## src/rtl/mem_port_arbiter_pkg.sv

```systemverilog
// Shared definitions for the two-master data-memory port arbiter.
// Holds the state encoding, requester IDs and the legal read-latency range.
package mem_port_arbiter_pkg;

  typedef enum logic [1:0] {
    ST_IDLE   = 2'd0,
    ST_ACCESS = 2'd1,
    ST_WAIT   = 2'd2,
    ST_ACK    = 2'd3
  } state_t;

  localparam logic REQ_CPU = 1'b0;
  localparam logic REQ_AUX = 1'b1;

  localparam int RD_LAT_MIN = 1;
  localparam int RD_LAT_MAX = 3;

endpackage

```

## src/rtl/mem_port_arbiter_arb_rr2.sv

```systemverilog
// Combinational two-way round-robin pick: on a tie the requester that was
// not served last wins, otherwise the single active requester is chosen.
module arb_rr2
  import mem_port_arbiter_pkg::*;
(
  input  logic req0,
  input  logic req1,
  input  logic last,
  output logic grant_valid,
  output logic grant_id
);

  always_comb begin
    grant_valid = req0 | req1;
    if (req0 && req1) begin
      grant_id = ~last;
    end else if (req1) begin
      grant_id = REQ_AUX;
    end else begin
      grant_id = REQ_CPU;
    end
  end

endmodule

```

## src/rtl/mem_port_arbiter.sv

```systemverilog
// Round-robin arbiter sharing one synchronous RAM port between the CPU RAM
// window (requester 0) and an auxiliary copy engine (requester 1).
module mem_port_arbiter
  import mem_port_arbiter_pkg::*;
#(
  parameter int AW     = 32,
  parameter int DW     = 32,
  parameter int RD_LAT = 1
) (
  input  logic          clk,
  input  logic          clr,
  input  logic          req0,
  input  logic          req1,
  input  logic          we0,
  input  logic          we1,
  input  logic [AW-1:0] addr0,
  input  logic [AW-1:0] addr1,
  input  logic [DW-1:0] wdata0,
  input  logic [DW-1:0] wdata1,
  output logic          ack0,
  output logic          ack1,
  output logic [DW-1:0] rdata0,
  output logic [DW-1:0] rdata1,
  output logic [AW-1:0] mem_a,
  output logic          mem_we,
  output logic [DW-1:0] mem_d_out,
  input  logic [DW-1:0] mem_d_in,
  output logic          busy,
  output logic          gnt_id
);

  if (RD_LAT < RD_LAT_MIN || RD_LAT > RD_LAT_MAX) begin : g_bad_rd_lat
    $error("mem_port_arbiter: RD_LAT must be within 1..3");
  end

  localparam logic [1:0] LAT = 2'(RD_LAT);

  state_t        state_reg, state_next;
  logic          last_reg;
  logic          gnt_reg;
  logic          we_reg;
  logic [1:0]    cnt_reg;
  logic [AW-1:0] mem_a_reg;
  logic [DW-1:0] mem_d_reg;
  logic [DW-1:0] rdata0_reg, rdata1_reg;

  logic          grant_valid;
  logic          grant_id;
  logic          load_grant;
  logic          sample_rd;

  logic          sel_we;
  logic [AW-1:0] sel_addr;
  logic [DW-1:0] sel_wdata;

  arb_rr2 u_arb (
    .req0        (req0),
    .req1        (req1),
    .last        (last_reg),
    .grant_valid (grant_valid),
    .grant_id    (grant_id)
  );

  assign sel_we    = (grant_id == REQ_AUX) ? we1    : we0;
  assign sel_addr  = (grant_id == REQ_AUX) ? addr1  : addr0;
  assign sel_wdata = (grant_id == REQ_AUX) ? wdata1 : wdata0;

  always_comb begin
    state_next = state_reg;
    load_grant = 1'b0;
    sample_rd  = 1'b0;
    case (state_reg)
      ST_IDLE: begin
        if (grant_valid) begin
          load_grant = 1'b1;
          state_next = ST_ACCESS;
        end
      end
      ST_ACCESS: begin
        state_next = we_reg ? ST_ACK : ST_WAIT;
      end
      ST_WAIT: begin
        // cnt_reg reaches 1 on the cycle where mem_d_in carries the read data
        if (cnt_reg == 2'd1) begin
          sample_rd  = 1'b1;
          state_next = ST_ACK;
        end
      end
      ST_ACK: begin
        state_next = ST_IDLE;
      end
      default: begin
        state_next = ST_IDLE;
      end
    endcase
  end

  always_ff @(posedge clk or posedge clr) begin
    if (clr) begin
      state_reg  <= ST_IDLE;
      last_reg   <= REQ_AUX;
      gnt_reg    <= REQ_CPU;
      we_reg     <= 1'b0;
      cnt_reg    <= 2'd0;
      mem_a_reg  <= '0;
      mem_d_reg  <= '0;
      rdata0_reg <= '0;
      rdata1_reg <= '0;
    end else begin
      state_reg <= state_next;
      if (load_grant) begin
        gnt_reg   <= grant_id;
        last_reg  <= grant_id;
        we_reg    <= sel_we;
        mem_a_reg <= sel_addr;
        mem_d_reg <= sel_wdata;
      end
      if (state_reg == ST_ACCESS) begin
        cnt_reg <= LAT;
      end else if (state_reg == ST_WAIT) begin
        cnt_reg <= cnt_reg - 2'd1;
      end
      if (sample_rd) begin
        if (gnt_reg == REQ_AUX) begin
          rdata1_reg <= mem_d_in;
        end else begin
          rdata0_reg <= mem_d_in;
        end
      end
    end
  end

  // Strobes decode straight from state registers so clr drops them at once.
  assign mem_we    = (state_reg == ST_ACCESS) && we_reg;
  assign ack0      = (state_reg == ST_ACK) && (gnt_reg == REQ_CPU);
  assign ack1      = (state_reg == ST_ACK) && (gnt_reg == REQ_AUX);
  assign busy      = (state_reg != ST_IDLE);
  assign gnt_id    = gnt_reg;
  assign mem_a     = mem_a_reg;
  assign mem_d_out = mem_d_reg;
  assign rdata0    = rdata0_reg;
  assign rdata1    = rdata1_reg;

endmodule
```

## config.mk

```make
export PLATFORM = sky130hd
export DESIGN_NAME = mem_port_arbiter
export DESIGN_NICKNAME = d
export VERILOG_FILES = /design/src/rtl/mem_port_arbiter_pkg.sv /design/src/rtl/mem_port_arbiter_arb_rr2.sv /design/src/rtl/mem_port_arbiter.sv
export SDC_FILE = /design/constraint.sdc
export NUM_CORES = 1
export LEC_CHECK = 0
export CAP_MARGIN = 20
export CORE_UTILIZATION = 36
export DETAILED_ROUTE_END_ITERATION = 10
export PLACE_DENSITY = 0.74
export SETUP_SLACK_MARGIN = 0.5
export SLEW_MARGIN = 20
export SYNTH_ARGS = -nofsm -noshare
export SYNTH_HDL_FRONTEND = slang
export SYNTH_SLANG_ARGS = --single-unit
```

## constraint.sdc

```tcl
create_clock -name clk -period 4.2 [get_ports clk]
set_input_delay 0.84 -clock clk [delete_from_list [all_inputs] [get_ports clk]]
set_output_delay 0.84 -clock clk [all_outputs]
set_load 0.01 [all_outputs]
```

## Yosys cells after proc, flatten, opt, wreduce, memory -nomap -nowiden

Cells that the tools add are included.

- Flip-flop bits (word level): 135
- Latch bits: 0
- Bits in writable memories: 0
- ROM bits: 0
- Output and inout port bits: 133
- Memories kept: 0

- Add/subtract/negate cells: 1
- $mul: 0
- Div/mod/pow operators: 0
- $lt $le $gt $ge: 0
- Equal/unequal tests: 6
- Shift-type cells: 0
- Mux-type cells: 15
- Bitwise logic cells: 3
- Reductions and logical operators: 10

Operators with widths:

| kind | number |
|---|---|
| $mux 32 | 2 |
| $mux 1 | 8 |
| $mux 2 | 4 |
| $pmux 2 s4 | 1 |
| $reduce_and 2->1 | 3 |
| $eq 2x1->1 const B | 2 |
| $eq 2x2->1 const B | 2 |
| $logic_and 1x1->1 | 4 |
| $ne 2x2->1 const B | 2 |
| $reduce_bool 2->1 | 2 |
| $logic_not 2->1 | 1 |
| $not 1->1 | 2 |
| $sub 2x1->2 const B | 1 |
| $or 1x1->1 | 1 |

## Depth between registers and ports, before layout

Gate-level depths: netlist (run 1).

- Depth after elaboration: 4
- Depth in mapped cells: 7

## By module

From an unflattened synthesis (run 1), not the netlist that was laid out.

- Cell total of the unflattened synthesis: 460
- Area total of the unflattened synthesis: 5888.1 sq um

By module, submodules not included:

| module | times used | cells each | area an instance (sq um) | seq. area each (sq um) |
|---|---|---|---|---|
| mem_port_arbiter | 1 | 458 | 5874.4 | 3379.5 |
| arb_rr2 | 1 | 2 | 13.8 | 0.0 |

## Worst setup path after synthesis (run 1)

OpenSTA, ideal clock, no wires.

- Path kind: register to output
- Start: register state_reg[0]
- End: output busy
- Data arrival time: 0.849 ns
- Required time: 3.360 ns
- Path slack: 2.511 ns
- Stages on the path, launching flop included: 4
- Cells stage by stage: dfrtp_1 inv_1 ha_1 inv_1

- Word-level cells in the longest chain between the ends: 1

RTL lines:

| item | RTL line | text |
|---|---|---|
| from (decl) | mem_port_arbiter.sv:38 | `state_t state_reg, state_next;` |
| from (signal assigned) | mem_port_arbiter.sv:110 | `state_reg <= state_next;` |
| $reduce_bool 2->1 | mem_port_arbiter.sv:137 | `assign busy = (state_reg != ST_IDLE);` |
| to (decl) | mem_port_arbiter.sv:28 | `output logic busy,` |

No other way between the ends.

## Worst setup path after layout (run 1)

- Start: register state_reg[1]
- End: output busy

The elaborated chain is that of the path after synthesis.

==> metrics.cfg, run 1 <==
[status]
outcome=finished, final reports clean

[clock_tree]
cts_max_level=4
post-cts-setup-buffers=0
cts.path.max_buffers=2
tritoncts=done
ctsHoldBuffers=0
clk_pin_slew_ns=0.06
clockRootBuffer=clkbuf_16
cts_buffers=17
cts_resized=0
clock-sinks=135
insertion_delay_ns=0.41

[pwr]
ir_drop_v=0.000321
sw_frac_of_total_pct=33.2
p_clk_share_pct=21.4
power_density_mw_per_mm2=757
netSwitchingPower_mw=2.39
p_comb_share_pct=45.9
power.leakage_nw=3.99
power.internal_mw=4.81
finalPower_mw=7.19
seq_power_share_pct=32.7

[synthesis]
synth_ff_type=dfrtp_1
synth_area_mm2=0.00568
yosysSeqAreaShare_pct=59.5
ys_async_sr_fraction_pct=100
synth_most_common_cell=dfrtp_1
ys_ff_latch=135
synth.avg_cell_area_um2=10.7
yosys.area.top_type_share_pct=59.0
ys_top_cells_by_count=dfrtp_1, a21oi_1, nor2_1
synthTopCellsByArea=dfrtp_1, mux2_2, a21oi_1, nor2_1, nand2_1
synth_top_cell_by_area=dfrtp_1
synth_fp_nets=703
synth_warnings=0
synth_cell_type_count=24
synth_edf_count=0
netlist_instances=531

[detailed_routing]
drt-total-wl_um=16900
wire_per_inst_um=16.1
viasPerCell=4.90
ant_nets=0
drc=0
dr.first_iter.drc_count=202
drtPass1Iterations=4
vias=5134

[floorplanning]
die_x_um=128
dieArea_mm2=0.0163
start_util_pct=37.1
die_height_um=128
rows=45
core_mm2=0.0153
io_pins=299

[setup_path]
startpoint=state_reg[1]$_DFFE_PP0P_
start_kind=flip-flop
crit_arrival_ns=1.93
crit_fanout=7
critPathRequiredTime_ns=3.36
critical_path_class=reg2out
r2r_start=state_reg[1]$_DFFE_PP0P_
endpoint_kind=output pin

[cells_and_area]
final_nets=996
drive_above_1_share_pct=13.4
final_util_pct=62.1
stdcell_count=1048
area_growth_pct=67.3
antenna_cells=0

[place]
place_inst=1015
place.gp.congestion=0.806
preCtsSetupSlack_ns=1.30
io_buffer_count=298
dp_hpwl_um=12200

[timing]
max-slew-margin-rel_pct=55.5
final-hold-violation-count=0
skew_ns=0.00606
rsz0062_at_grt=no
slew_viol_final=0
period_minus_slack_ns=2.77
fin_setup_tns_ns=0
post-route-period-util_pct=66.0
max_freq_ghz=0.361
worst_slack_ns=1.43
tightest_slew_ns=0.668
setup_violations=0

[global_route]
grt_max_degree=51
grt_pass1_vias=5184
grtUsageTotal_pct=21.1
grt_pass1_wl_um=26500
antenna_found_initial=0
grt_overflow=0

[worst_hold_path]
worstHoldStart=rdata1[14]$_DFFE_PP0P_
hp-class=reg2reg

[run]
drv_cap=0

## area by class of cell
| cell class | count | area (um^2) |
|---|---|---|
| Sequential cell | 135 | 3380 |
| Clock inverter | 13 | 169 |
| Timing Repair Buffer | 308 | 3110 |
| Clock buffer | 19 | 443 |
| Fill cell | 1209 | 5810 |
| Inverter | 5 | 22.5 |
| Multi-Input combinational cell | 357 | 2120 |
| Tap cell | 211 | 264 |
## layer usage
metal  vias up  wire length [um]  track usage (%)
li1       2392                 -                -
met2       229              8380             36.0
met4         2               392             8.72
met5         -                 6                0
met3        26              1330             6.49
met1      2485              6810             24.6
## through the flow
stage	cell area, um^2	hold WS [ns]
floorplan	5680	0.487
global placement	8870	0.486
detailed placement	8870	0.492
CTS	9480	0.506
global route	9500	0.513
finish	9500	0.502
## final timing paths
path	cells past startpoint	to	slack, ns
max	4	busy	1.43
min	1	rdata1[14]$_DFFE_PP0P_	0.50
max reg2reg	6	mem_a[14]$_DFFE_PP0P_	2.05
min reg2reg	1	rdata1[14]$_DFFE_PP0P_	0.50
max in group asynchronous	4	last_reg$_DFFE_PP1P_	2.63
min in group asynchronous	2	rdata1[1]$_DFFE_PP0P_	0.74
## power groups by stage
stage / clock network [mW] / logic (mW) / registers, mW
after floorplan: 0 / 1.22 / 2.62
after global placement: 0 / 3.23 / 2.33
after detailed placement: 0 / 3.31 / 2.37
after CTS: 1.56 / 3.33 / 2.36
after global routing: 1.62 / 3.57 / 2.43
final: 1.54 / 3.30 / 2.35
## worst max-delay path, stage by stage (launching register included)
cell and delay [ns]:
dfrtp_1 0.43, inv_1 0.13, ha_1 0.36, inv_1 0.10, clkdlybuf4s50_1 0.50
## cells by family after synthesis
kind of cell    count (synthesis)  share of synthesized area [%]
simple gates                  145                           9.93
compound gates                141                           12.8
flops                         135                           59.5
mux                            65                           12.9
buf+inv                        39                           3.57
fa+ha+maj                       6                           1.32
## placed cells by master (no fill, tap or decap), types with 2 or more instances in the layout
master	count
a21oi_1	132
and2_1	2
buf_12	4
buf_4	6
bufinv_16	3
clkbuf_16	17
clkdlybuf4s50_1	298
clkinv_2	2
clkinvlp_4	4
dfrtp_1	134
ha_1	6
inv_1	4
inv_6	3
mux2_2	65
nand2_1	67
nand3b_1	2
nor2_1	70
nor2b_1	2
Note: power is estimated with default switching activity, not from simulation.
==> inputs of run 2 (changes only) <==
Settings changed: CORE_UTILIZATION 36 to 40, PLACE_DENSITY 0.74 to 0.78.
Clock period 4.2 ns to 2.8 ns, I/O delays scaled along.
==> run 2 against run 1 <==
Die area decreased by 9.8%. Setup slack worse by 0.98 ns. Power rose by 50%. Register-to-register slack worse by 1.0 ns. Global-route usage up 2.9 points. Via count is 1.2% higher. Routed wire length is 2.9% higher. Combinational power rose by 53%. Clock-buffer cell count did not move. Worst hold slack got worse by 0.0012 ns. First-iteration DRC count up 24%. Critical path type unchanged. Highest routed layer is now met4.
==> metrics.cfg, run 2 (synthesis gave the netlist of run 1 again) <==
[cells_and_area]
mostFrequentLayoutCells=clkdlybuf4s50_1, dfrtp_1, a21oi_1, nor2_1, nand2_1
final_nets=1003  ; +0.70%
drive_above_1_share_pct=14.2  ; +0.85 points
mostFrequentLayoutCell=clkdlybuf4s50_1
area_growth_pct=67.6

[setup_path]
critPathRequiredTime_ns=2.24  ; -1.12 ns
r2r_end=rdata1[7]$_DFFE_PP0P_
critical_path_class=reg2out
start_kind=flip-flop
r2r_start=state_reg[0]$_DFFE_PP0P_
endpoint_kind=output pin
rr_worst_depth=5  ; -1
crit_arrival_ns=1.79  ; -0.14 ns
crit_fanout=7  ; unchanged
crit_end=busy
r2r_slack_ns=1.04  ; -1.01 ns
startpoint=state_reg[0]$_DFFE_PP0P_

[detailed_routing]
wire_per_inst_um=17.0  ; +5.3%
drt-total-wl_um=17400  ; +2.9%
viasPerCell=5.08  ; +3.6%
dr.first_iter.drc_count=250  ; +24%
drc=0  ; unchanged
drtPass1Iterations=4  ; unchanged
vias=5198  ; +1.2%
ant_nets=0  ; unchanged

[floorplanning]
die_x_um=121  ; -5.1%
core_mm2=0.0139  ; -9.4%
die_height_um=121  ; -5.1%
rows=43  ; -4.4%
dieArea_mm2=0.0147  ; -9.8%
io_pins=299  ; unchanged
start_util_pct=40.9  ; +3.8 points

[clock_tree]
cts_max_level=4  ; unchanged
ctsHoldBuffers=0  ; unchanged
cts.path.max_buffers=2  ; unchanged
cts_buffers=17  ; unchanged
clk_pin_slew_ns=0.05  ; about the same
tritoncts=done
clock-sinks=135  ; unchanged
insertion_delay_ns=0.41  ; about the same
clockRootBuffer=clkbuf_16

[timing]
max_freq_ghz=0.425
setup_violations=0  ; unchanged
rsz0062_at_grt=yes
max-slew-margin-rel_pct=52.7  ; -2.8 points
skew_ns=0.00607  ; +0.0000119 ns
tightest_slew_ns=0.708  ; +0.0400 ns
period_minus_slack_ns=2.35
slew_viol_final=0  ; unchanged
post-route-period-util_pct=84.0
worst_slack_ns=0.449  ; -0.977 ns
fin_setup_tns_ns=0  ; unchanged
final-hold-violation-count=0  ; unchanged

[pwr]
p_comb_share_pct=46.7  ; +0.8 points
power.leakage_nw=4.05  ; +1.5%
seq_power_share_pct=32.7  ; about the same
sw_frac_of_total_pct=32.9  ; -0.22 points
netSwitchingPower_mw=3.56  ; +49%
power_density_mw_per_mm2=1140  ; +50%
p_clk_share_pct=20.7  ; -0.7 points
ir_drop_v=0.000517  ; +61%
power.internal_mw=7.25  ; +51%

[worst_hold_path]
hp-class=reg2reg

[place]
io_buffer_count=298  ; unchanged
place.gp.congestion=0.853  ; +5.8%
preCtsSetupSlack_ns=0.534  ; -0.764 ns
dp_hpwl_um=12600  ; +3.3%

[status]
outcome=finished, final reports clean

[global_route]
busiest_layer=met2
grt_util_met1_pct=26.4  ; +1.8 points
antenna_found_initial=1  ; +1
grt_max_degree=64  ; +25%
grt_overflow=0  ; unchanged
met2_usage_pct=42.1  ; +6.1 points
use_met3_pct=6.72  ; +0.23 points
grtUsageTotal_pct=24.0  ; +2.9 points
grt_pass1_wl_um=27000  ; +2.1%
grt_pass1_vias=5553  ; +7.1%

[run]
drv_cap=0  ; unchanged

run 2: cell types whose count changed in the layout (fill, tap and decap cells not counted), sizes merged:
cell	change
dlygate4sd2	+1
dlymetal6s2s	+2
buf	+7
inv	-3
diode	+1
clkdlybuf4s50	-3
clkinvlp	+1
clkinv	+1
run 2: cell type report:
class,count,area (um^2)
fill,1042,4360
sequential,135,3380
timing repair buffer,315,3160
multi-input combinational,357,2130
clock buffer,19,443
tap,180,225
clock inverter,12,153
inverter,5,22.5
antenna,1,2.50
run 2: worst max-delay path, stage by stage (launching register included):
cell	delay, ns
dfrtp_1	0.42
inv_2	0.10
ha_4	0.21
inv_1	0.08
clkdlybuf4s50_1	0.57
run 2: layer usage:
layer	routed length (um)	part of all wire, %
met4	451	2.6
met3	1330	7.7
met2	8910	51
met5	0	0
met1	6720	39
run 2: power groups by stage:
stage                     clock network (mW)  logic, mW  registers (mW)
after floorplan                            0       1.83            3.93
after global placement                     0       4.85            3.48
after detailed placement                   0       4.99            3.55
after CTS                               2.28       5.02            3.54
after global routing                    2.35       5.45            3.65
final                                   2.24       5.05            3.53
run 2: worst min path at each step:
stage | start | end | slack (ns) | cells past startpoint
6_report | rdata1[0]$_DFFE_PP0P_ | rdata1[0]$_DFFE_PP0P_ | 0.50 | 1
5_1_grt | rdata0[13]$_DFFE_PP0P_ | rdata0[13]$_DFFE_PP0P_ | 0.52 | 1
4_1_cts | rdata0[5]$_DFFE_PP0P_ | rdata0[5]$_DFFE_PP0P_ | 0.50 | 1
3_5_place_dp | rdata0[5]$_DFFE_PP0P_ | rdata0[5]$_DFFE_PP0P_ | 0.49 | 1
3_3_place_gp | rdata1[11]$_DFFE_PP0P_ | rdata1[11]$_DFFE_PP0P_ | 0.49 | 1
2_1_floorplan | we_reg$_DFFE_PP0P_ | we_reg$_DFFE_PP0P_ | 0.49 | 2
run 2: per-stage QoR:
step                instance area (um^2)  hold slack (ns)  cells  utilization (%)  power (mW)
finish                              9520            0.501   1024             68.6        10.8
detailed placement                  8880            0.492    988             63.9        8.55
CTS                                 9470            0.505   1019             68.2        10.8
global route                        9520            0.518   1024             68.6        11.4
floorplan                           5680            0.487    531                -        5.76
global placement                    8880            0.485    988             63.9        8.33
run 2: repair_timing:
action,4_1_cts,5_1_grt
gates resized for setup,2,4
pin swaps,0,0
setup endpoints to repair,2,3
setup buffers,0,4
